[config.mk]
export PLATFORM = sky130hd
export DESIGN_NAME = adder
export DESIGN_NICKNAME = d
export VERILOG_FILES = /design/src/rtl/adder.sv
export SDC_FILE = /design/constraint.sdc
export NUM_CORES = 1
export LEC_CHECK = 0
export CAP_MARGIN = 15
export CORE_MARGIN = 3
export CORE_UTILIZATION = 53
export DETAILED_ROUTE_END_ITERATION = 12
export GPL_TIMING_DRIVEN = 0
export PLACE_DENSITY_LB_ADDON = 0.15
export RECOVER_POWER = 25
export SETUP_SLACK_MARGIN = 0.5
export SYNTH_ARGS = -nofsm -noshare
export SYNTH_HDL_FRONTEND = slang
export SYNTH_SLANG_ARGS = --single-unit
[constraint.sdc]
create_clock -name clk -period 8.7 [get_ports clk]
set_clock_uncertainty 0.05 [all_clocks]
set_input_delay 1.74 -clock clk [delete_from_list [all_inputs] [get_ports clk]]
set_output_delay 1.74 -clock clk [all_outputs]
set_load 0.02 [all_outputs]
[src/rtl/adder.sv]
// Multi-cycle binary32 adder: IDLE -> UNPACK -> ALIGN -> ADD -> NORM -> ROUND, round-to-nearest-even.
// Define ADDER_SUBNORMAL_EN for gradual underflow; the default build flushes subnormals to zero.
module adder (
    input  logic        clk,
    input  logic        reset,
    input  logic [31:0] A,
    input  logic [31:0] B,
    input  logic        En,
    output logic [31:0] Sum,
    output logic        Ready
);

    typedef enum logic [2:0] {
        S_IDLE, S_UNPACK, S_ALIGN, S_ADD, S_NORM, S_ROUND
    } state_t;

    state_t r_state;
    state_t w_next;
    logic   w_accept;
    logic   w_done;

    // Pipeline-of-one datapath registers, one group per FSM stage
    logic [31:0] r_a, r_b;
    logic        r_special;
    logic [31:0] r_special_val;
    logic        r_sx, r_sub;
    logic [9:0]  r_ex, r_ey;
    logic [23:0] r_mx, r_my;
    logic [26:0] r_my_al;
    logic [27:0] r_add;
    logic [26:0] r_man;
    logic [9:0]  r_en;
    logic        r_zero, r_zero_sign;
    logic [31:0] r_sum;
    logic        r_ready;

    function automatic logic [4:0] lzc27(input logic [26:0] v);
        logic [4:0] n;
        n = 5'd27;
        for (int i = 0; i < 27; i++) begin
            if (v[i]) n = 5'(26 - i);
        end
        return n;
    endfunction

    // ---------------- FSM ----------------
    // NOTE: sequential state uses non-blocking assignments so every flop samples pre-edge values.
    always_ff @(posedge clk) begin
        if (reset) r_state <= S_IDLE;
        else       r_state <= w_next;
    end

    always_comb begin
        w_next = r_state;
        case (r_state)
            S_IDLE:   if (En) w_next = S_UNPACK;
            S_UNPACK: w_next = S_ALIGN;
            S_ALIGN:  w_next = S_ADD;
            S_ADD:    w_next = S_NORM;
            S_NORM:   w_next = S_ROUND;
            S_ROUND:  w_next = S_IDLE;
            default:  w_next = S_IDLE;
        endcase
    end

    always_comb begin
        w_accept = (r_state == S_IDLE) && En && !reset;
        w_done   = (r_state == S_ROUND);
    end

    // ---------------- UNPACK ----------------
    logic [7:0]  w_ea, w_eb;
    logic [22:0] w_fa, w_fb;
    logic        w_nan_a, w_nan_b, w_inf_a, w_inf_b, w_zero_a, w_zero_b;
    logic [9:0]  w_exp_a, w_exp_b;
    logic [23:0] w_sig_a, w_sig_b;
    logic        w_spec;
    logic [31:0] w_spec_val;

    // NOTE: every always_comb output gets a default first so no path can infer a latch.
    always_comb begin
        w_ea    = r_a[30:23];
        w_eb    = r_b[30:23];
        w_fa    = r_a[22:0];
        w_fb    = r_b[22:0];
        w_nan_a = (w_ea == 8'hFF) && (w_fa != '0);
        w_nan_b = (w_eb == 8'hFF) && (w_fb != '0);
        w_inf_a = (w_ea == 8'hFF) && (w_fa == '0);
        w_inf_b = (w_eb == 8'hFF) && (w_fb == '0);
        w_sig_a = {(w_ea != 8'h00), w_fa};
        w_sig_b = {(w_eb != 8'h00), w_fb};
`ifdef ADDER_SUBNORMAL_EN
        w_zero_a = (r_a[30:0] == '0);
        w_zero_b = (r_b[30:0] == '0);
        w_exp_a  = (w_ea == 8'h00) ? 10'd1 : {2'b00, w_ea};
        w_exp_b  = (w_eb == 8'h00) ? 10'd1 : {2'b00, w_eb};
`else
        w_zero_a = (w_ea == 8'h00);
        w_zero_b = (w_eb == 8'h00);
        w_exp_a  = {2'b00, w_ea};
        w_exp_b  = {2'b00, w_eb};
`endif
        w_spec     = 1'b1;
        w_spec_val = 32'h0000_0000;
        if (w_nan_a || w_nan_b || (w_inf_a && w_inf_b && (r_a[31] != r_b[31])))
            w_spec_val = 32'h7FC0_0000;
        else if (w_inf_a)               w_spec_val = r_a;
        else if (w_inf_b)               w_spec_val = r_b;
        else if (w_zero_a && w_zero_b)  w_spec_val = {r_a[31] & r_b[31], 31'h0};
        else if (w_zero_a)              w_spec_val = r_b;
        else if (w_zero_b)              w_spec_val = r_a;
        else                            w_spec     = 1'b0;
    end

    // ---------------- ALIGN ----------------
    logic [9:0]  w_shift;
    logic [49:0] w_wide;
    logic [26:0] w_y_al;

    always_comb begin
        w_shift = r_ex - r_ey;
        w_wide  = {r_my, 26'h0} >> w_shift[4:0];
        if (w_shift >= 10'd26) w_y_al = {26'h0, |r_my};
        else                   w_y_al = {w_wide[49:24], |w_wide[23:0]};
    end

    // ---------------- ADD ----------------
    logic [27:0] w_add;

    always_comb begin
        if (r_sub) w_add = {1'b0, r_mx, 3'b000} - {1'b0, r_my_al};
        else       w_add = {1'b0, r_mx, 3'b000} + {1'b0, r_my_al};
    end

    // ---------------- NORM ----------------
    logic [4:0]  w_lzc;
    logic [26:0] w_man;
    logic [9:0]  w_en;
    logic        w_zero, w_zero_sign;
`ifdef ADDER_SUBNORMAL_EN
    logic [4:0]  w_shamt;
`endif

    always_comb begin
        w_lzc       = lzc27(r_add[26:0]);
        w_man       = r_add[26:0];
        w_en        = r_ex;
        w_zero      = 1'b0;
        w_zero_sign = 1'b0;
`ifdef ADDER_SUBNORMAL_EN
        w_shamt     = 5'd0;
`endif
        if (r_add == '0) begin
            w_zero = 1'b1;
        end else if (r_add[27]) begin
            w_man = {r_add[27:2], r_add[1] | r_add[0]};
            w_en  = r_ex + 10'd1;
        end else begin
`ifdef ADDER_SUBNORMAL_EN
            // Left shift stops at exponent 1; a leftover leading zero means a subnormal result
            if ({5'b0, w_lzc} < r_ex) w_shamt = w_lzc;
            else                      w_shamt = 5'(r_ex - 10'd1);
            w_man = r_add[26:0] << w_shamt;
            w_en  = r_ex - {5'b0, w_shamt};
`else
            if ({5'b0, w_lzc} >= r_ex) begin
                w_zero      = 1'b1;
                w_zero_sign = r_sx;
            end else begin
                w_man = r_add[26:0] << w_lzc;
                w_en  = r_ex - {5'b0, w_lzc};
            end
`endif
        end
    end

    // ---------------- ROUND ----------------
    logic        w_up;
    logic [24:0] w_rsig;
    logic [23:0] w_fsig;
    logic [9:0]  w_fexp;
    logic [31:0] w_result;

    always_comb begin
        w_up   = r_man[2] & (r_man[1] | r_man[0] | r_man[3]);
        w_rsig = {1'b0, r_man[26:3]} + {24'h0, w_up};
        if (w_rsig[24]) begin
            w_fsig = w_rsig[24:1];
            w_fexp = r_en + 10'd1;
        end else begin
            w_fsig = w_rsig[23:0];
            w_fexp = r_en;
        end
        if (r_special)             w_result = r_special_val;
        else if (r_zero)           w_result = {r_zero_sign, 31'h0};
        else if (w_fexp >= 10'd255) w_result = {r_sx, 8'hFF, 23'h0};
        else                       w_result = {r_sx, (w_fsig[23] ? w_fexp[7:0] : 8'h00), w_fsig[22:0]};
    end

    // ---------------- Datapath registers ----------------
    // NOTE: datapath registers carry no reset; every one is written before it is read in an operation.
    always_ff @(posedge clk) begin
        if (w_accept) begin
            r_a <= A;
            r_b <= B;
        end
        case (r_state)
            S_UNPACK: begin
                r_special     <= w_spec;
                r_special_val <= w_spec_val;
                r_sub         <= r_a[31] ^ r_b[31];
                if (r_a[30:0] >= r_b[30:0]) begin
                    r_sx <= r_a[31]; r_ex <= w_exp_a; r_mx <= w_sig_a;
                    r_ey <= w_exp_b; r_my <= w_sig_b;
                end else begin
                    r_sx <= r_b[31]; r_ex <= w_exp_b; r_mx <= w_sig_b;
                    r_ey <= w_exp_a; r_my <= w_sig_a;
                end
            end
            S_ALIGN: r_my_al <= w_y_al;
            S_ADD:   r_add   <= w_add;
            S_NORM: begin
                r_man       <= w_man;
                r_en        <= w_en;
                r_zero      <= w_zero;
                r_zero_sign <= w_zero_sign;
            end
            default: ;
        endcase
    end

    always_ff @(posedge clk) begin
        if (reset) begin
            r_sum   <= 32'h0;
            r_ready <= 1'b0;
        end else if (w_accept) begin
            r_ready <= 1'b0;
        end else if (w_done) begin
            r_sum   <= w_result;
            r_ready <= 1'b1;
        end
    end

    assign Sum   = r_sum;
    assign Ready = r_ready;

endmodule

==> out/qor.csv, run 1 <==
stage,metric,value,unit
outcome,status,"finished, violations left",
outcome,violations,"max-capacitance violations, max-slew violations",
timing,rsz0062_at_grt,no,
global_route,antenna_found_initial,0,
synthesis,synthSimpleGateAreaFrac,14.1,%
synthesis,synth_mux_area_share,9.25,%
global_route,overflow,0,
layout,design_area,21600,um^2
synthesis,syn_area,18900,um^2
timing,slew_viol_final,32,
layout,fin_nets,2174,
synthesis,yosysUniqueCellTypes,93,
clock_network,cts.sinks,293,
timing,max_freq,0.174,GHz
power,p_leak,8.17,nW
timing,layout_worst_path_cycle_share,66.0,%
clock_network,clk_latency,0.60,ns
floorplan,rows,68,
routing,drtIter0Drc,1629,
placement,port_buffers,99,
setup_path,end_kind,register,
routing,drtPass1Iterations,6,
setup_path,critPathKind,register to register,
synthesis,synth_top_family_by_area,compound AO/OA/AOI/OAI gates,
clock_network,cts_setup_buffers,0,
clock_network,ctsHoldBuffers,0,
synthesis,syn_inst,1865,
routing,routed_wl,57600,um
floorplan,core,34800,um^2
clock_network,cts_tree,built,
synthesis,synth-compound-area-share,17.8,%
global_route,grt_max_degree,41,
synthesis,async_flop_share,0,%
setup_path,r2r_slack,2.96,ns
synthesis,synth-warning-count,0,
layout,n_antenna_cell,0,
layout,nFillCells,2893,
floorplan,die_area,37900,um^2
synthesis,ys_seq_area_share,44.7,%
timing,whs,0.411,ns
placement,gp_congestion,0.987,
routing,viasPerCell,6.33,
synthesis,synthXorXnorAreaFrac,2.92,%
routing,vias,15700,
floorplan,start_util,54.2,%
synthesis,syn_area_per_cell,10.1,um^2
placement,place_area,20600,um^2
setup_path,required,9.09,ns
timing,layout_min_cycle_time,5.74,ns
power,peakVddDrop,0.000194,V
synthesis,synth-main-ff-cell,edfxtp_1,
run,max_cap_violations,1,
setup_path,cp_max_fo,10,
power,powerDensity,190,nW/um^2
layout,area_growth,14.3,%
timing,finalHoldViolCount,0,
synthesis,synth-edff-count,257,
routing,ant_nets,0,
clock_network,cts-root-buf,clkbuf_16,
floorplan,die-width,195,um
synthesis,synthAdderAreaFrac,6.75,%
layout,multi_input_area,9590,um^2
synthesis,ys_ff_latch,293,
clock_network,cts_htree_levels,1,
clock_network,clk_path_buf_depth,3,
routing,drc,0,
clock_network,cts_buffers,31,
clock_network,cts_resized,0,
clock_network,path_clk_slew,0.06,ns
synthesis,synth_fp_nets,2032,
global_route,grt_pass1_vias,15100,
setup_path,cp.arrival,6.13,ns
timing,tightest_slew,2.60,ns
routing,wl_per_cell,23.2,um
layout,layout-drive-gt1-share,6.42,%
setup_path,start_kind,register,
floorplan,ios,100,
layout,regArea,8440,um^2
min_path,hold_class,register to register,
global_route,grt_pass1_wl,87800,um
timing,setup_viol,0,
placement,hpwl,44700,um
timing,slew_headroom,-73.6,%
floorplan,die_y,195,um
global_route,gr-usage-all-layers,29.5,%
-- final timing paths --
kind                 start         to  cells past startpoint
hold reg to reg    Sum[31]    Sum[31]                      2
hold / removal     Sum[31]    Sum[31]                      2
setup reg to reg  r_add[4]  r_man[21]                     19
setup / recovery  r_add[4]  r_man[21]                     19
-- critical path: stages (launching register included) --
cell	delay [ns]
edfxtp_1	0.53
inv_1	0.20
a21oi_1	0.08
a2111oi_0	0.59
o41a_1	0.32
and2_4	0.17
buf_6	0.16
buf_12	0.16
ha_1	0.15
inv_1	0.06
fa_1	0.40
a21oi_1	0.22
o21ai_0	0.14
or3_1	0.37
a211oi_1	0.52
clkbuf_1	0.48
clkbuf_1	0.48
a21oi_1	0.13
o21ai_0	0.14
o221a_1	0.24
-- through the flow --
stage               TNS, ns  total power, W  util, %  setup slack [ns]  instances
floorplan                 0         0.00244        -              1.52       1865
global placement     -35.07         0.00275     58.7            -0.556       2419
detailed placement        0         0.00276     59.2              3.16       2429
CTS                       0         0.00409     62.1              3.15       2481
global route              0         0.00427     62.0              2.72       2481
finish                    0         0.00409     62.0              2.96       2481
-- layout make-up --
cell class,count,area share (%)
Inverter,112,1.95
Clock buffer,36,3.68
Clock inverter,16,1.04
Multi-Input combinational cell,1363,44.5
Buffer,97,1.97
Timing Repair Buffer,109,5.11
Tap cell,455,2.64
Sequential cell,293,39.1
-- registers in the layout (all words and copies together), names as in the netlist --
signal / count
Ready: 1
Sum: 32
r_a: 32
r_add: 28
r_b: 32
r_en: 10
r_ex: 8
r_ey: 8
r_man: 27
r_mx: 24
r_my: 24
r_my_al: 27
r_special: 1
r_special_val: 32
r_state: 3
r_sub: 1
r_sx: 1
r_zero: 1
r_zero_sign: 1
-- cells in the mapped netlist, types with 14 or more instances --
cell	count	area (um^2)
o22ai_1	17	106
a21oi_1	137	686
edfxtp_1	257	7720
a21o_1	27	203
clkbuf_1	72	270
mux2_2	22	248
inv_1	109	409
a211oi_1	29	218
buf_2	14	70.1
nor3_1	38	190
nor2_1	186	698
nand3_1	42	210
a22oi_1	30	225
nor4_1	25	156
nand4_1	19	119
ha_1	97	1210
dfxtp_1	36	721
xnor2_1	42	368
o21ai_0	87	435
a31oi_1	16	100
nand2_1	99	372
mux2i_1	77	771
xor2_1	21	184
mux2_1	50	563
o31ai_1	14	105
o21a_1	17	128
nand2b_1	19	119
and3_1	37	231
nor2b_1	20	125
-- power breakdown --
group	switching (W)	internal (W)	leakage, nW	total, W
registers	0.0000919	0.00165	2.66	0.00174
logic	0.000618	0.000384	5.02	0.00100
clock network	0.000543	0.000798	0.493	0.00134
-- layout by cell type, fill, tap and decap left out, types with 42 or more instances in the layout --
cell type,instances
mux2i_1,77
dlygate4sd3_1,64
nor2_1,186
inv_1,109
nand2_1,99
o21ai_0,87
xnor2_1,42
ha_1,97
mux2_1,50
edfxtp_1,257
nand3_1,42
clkbuf_1,80
a21oi_1,137
-- cell families (layout without fill, tap and decap cells) --
kind of cell,Yosys count,count (layout)
and+or+nand+nor,541,541
AOI/OAI and AO/OA,502,502
DFF,293,293
buffers and inverters,209,370
muxes,157,157
adders and majority gates,100,100
xor gates and xnor gates,63,63
-- layer usage --
metal	global-route usage [%]	vias up	share of wire (%)	routed length (um)
met5	0	-	0	0
met4	9.89	0	3.9	2220
met3	4.28	141	7.4	4240
met2	49.1	714	47	27100
met1	39.8	7546	42	23900
li1	-	7299	-	-
No activity file was read; power rests on OpenSTA's default activity.
==> inputs of run 2 (changes only) <==
==> constraint.sdc (replaced) <==
create_clock -name clk -period 5.1 [get_ports clk]
set_clock_uncertainty 0.05 [all_clocks]
set_input_delay 1.02 -clock clk [delete_from_list [all_inputs] [get_ports clk]]
set_output_delay 1.02 -clock clk [all_outputs]
set_load 0.02 [all_outputs]
==> out/qor.csv, run 2 (same netlist as run 1, synthesis figures left out) <==
stage,metric,value,unit
outcome,status,"finished, final reports clean",
routing,viasPerCell,6.35,
setup_path,r2r_slack,0.56,ns
layout,multi_input_area,9780,um^2
timing,slew_viol_final,0,
setup_path,required,5.37,ns
power,switching_share,31.2,%
setup_path,cp_max_fo,8,
routing,wl_per_cell,23.5,um
setup_path,worst_r2r_endpoint,r_man[18],
global_route,grt_max_degree,41,
clock_network,clk_path_buf_depth,3,
power,combPwrFrac,25.1,%
layout,layout-drive-gt1-share,10.1,%
setup_path,critPathKind,register to register,
setup_path,crit_cells,20,
floorplan,start_util,54.2,%
setup_path,rr_startpoint,r_add[4],
power,switchingPower,0.00218,W
routing,routed_wl,59300,um
global_route,antenna_found_initial,0,
power,powerDensity,317,nW/um^2
power,intPower,0.00481,W
setup_path,start_kind,register,
floorplan,ios,100,
timing,setup_viol,0,
power,peakVddDrop,0.000301,V
power,p_seq_share,42.6,%
clock_network,ctsHoldBuffers,0,
floorplan,die-width,195,um
layout,design_area,22100,um^2
clock_network,cts.sinks,293,
setup_path,crit_path_end,r_man[18],
floorplan,die_area,37900,um^2
setup_path,startpoint,r_add[4],
layout,fin_nets,2212,
setup_path,cp_cell_sequence,"buf_6, inv_4, a21oi_1, a2111oi_2, o41a_1, and2_4, buf_12, buf_12, ha_1, inv_2, fa_2, a21oi_2, o21ai_2, or3_4, a211o_4, clkbuf_8, nand2_8, nor2_2, a22o_1, o221a_1",
min_path,hold_class,register to register,
routing,drtPass1Iterations,7,
clock_network,cts_htree_levels,1,
clock_network,cts_tree,built,
run,max_cap_violations,0,
placement,hpwl,45100,um
layout,area_growth,17.0,%
global_route,grt_pass1_wl,89600,um
global_route,overflow,0,
placement,gp_congestion,0.948,
routing,vias,16000,
placement,port_buffers,99,
floorplan,die_y,195,um
clock_network,cts_buffers,31,
floorplan,rows,68,
global_route,gr-usage-all-layers,30.1,%
timing,whs,0.412,ns
setup_path,reg2reg_depth,20,
timing,finalHoldViolCount,0,
layout,layout_commonest_cell,edfxtp_1,
timing,rsz0062_at_grt,no,
timing,slew_headroom,5.56,%
setup_path,end_kind,register,
timing,layout_min_cycle_time,4.54,ns
floorplan,core,34800,um^2
setup_path,cpMaxStageDelayCell,a2111oi_2,
setup_path,cp.buffers_inverters,6,
clock_network,clk_latency,0.58,ns
power,p_leak,8.41,nW
power,total_power,0.00699,W
layout,regArea,8440,um^2
clock_network,cts-root-buf,clkbuf_16,
placement,numPlacedInstances,2427,
layout,nFillCells,2858,
power,clkPwrFrac,32.3,%
placement,place_area,20600,um^2
setup_path,critPathTopFamily,compound AO/OA/AOI/OAI gates,
timing,fin_setup_tns,0,ns
clock_network,path_clk_slew,0.08,ns
layout,final_cell_mix,"edfxtp_1, nor2_1, a21oi_1, inv_1, ha_1",
routing,drc,0,
timing,tightest_slew,1.41,ns
routing,ant_nets,0,
global_route,grt_pass1_vias,15400,
setup_path,cp.arrival,4.82,ns
setup_path,max_stage_delay,0.44,ns
routing,drtIter0Drc,1581,
timing,layout_worst_path_cycle_share,89.0,%
setup_path,worst_path_most_repeated_cell,buf_12,
layout,stdcell_count,2524,
timing,max_freq,0.220,GHz
## run 2: cell types whose count changed in the layout (fill, tap and decap cells not counted), moves of 4 or more
| cell | previous run | this run |
|---|---|---|
| nor2_1 | 186 | 180 |
| buf_4 | 1 | 40 |
| nor2_4 | 0 | 4 |
| clkbuf_1 | 80 | 75 |
## run 2: power by group through the flow
| stage | Clock (W) | Sequential [W] | Combinational, W |
|---|---|---|---|
| global placement | 0 | 0.00304 | 0.00166 |
| CTS | 0.00229 | 0.00297 | 0.00173 |
| floorplan | 0 | 0.00296 | 0.00120 |
| detailed placement | 0 | 0.00302 | 0.00170 |
| finish | 0.00226 | 0.00298 | 0.00175 |
| global route | 0.00239 | 0.00299 | 0.00192 |
## run 2: layout make-up
class	instances	area share [%]
sequential	293	38.2
clock buffer	37	3.62
timing repair buffer	147	6.31
buffer	97	2.17
antenna	1	0.0113
inverter	112	1.92
tap	455	2.58
multi-input combinational	1363	44.3
clock inverter	19	0.901
## run 2: how the worst min path moves through the flow
stage,slack [ns],cells after the start,to,start
4_1_cts,0.42,2,Sum[31],Sum[31]
5_1_grt,0.43,2,Sum[31],Sum[31]
2_1_floorplan,0.42,0,r_add[0],r_my_al[0]
3_5_place_dp,0.41,2,Sum[31],Sum[31]
6_report,0.41,2,Sum[31],Sum[31]
3_3_place_gp,0.41,2,Sum[31],Sum[31]
## run 2: routing by layer
layer	part of all wire [%]	vias up	global-route usage (%)	wire (um)
met5	0	-	0	0
met4	4.5	0	11.3	2660
met3	6.9	157	4.28	4090
met2	47	809	49.4	27800
met1	42	7658	40.7	24800
li1	-	7401	-	-
## run 2: repair_timing
item / in CTS / in global routing
pin swaps: 6 / 13
hold endpoints to repair: 0 / 0
gates cloned: 0 / 0
endpoints found under the setup margin: 38 / 34
gates resized for setup: 35 / 37
buffers inserted: 19 / 21
## run 2: through the flow
step,setup slack (ns),util [%]
after floorplan,0.646,-
after global routing,0.460,63.4
final,0.559,63.4
after CTS,0.501,62.8
after detailed placement,-0.520,59.2
after global placement,-0.844,58.7
## run 2: worst reg2reg max path: stages, from the launching register on
cell and delay (ns):
edfxtp_1 0.42, buf_6 0.16, inv_4 0.07, a21oi_1 0.07
a2111oi_2 0.44, o41a_1 0.24, and2_4 0.17, buf_12 0.11
buf_12 0.11, ha_1 0.16, inv_2 0.05, fa_2 0.38
a21oi_2 0.18, o21ai_2 0.07, or3_4 0.40, a211o_4 0.37
clkbuf_8 0.19, nand2_8 0.09, nor2_2 0.09, a22o_1 0.24
o221a_1 0.25
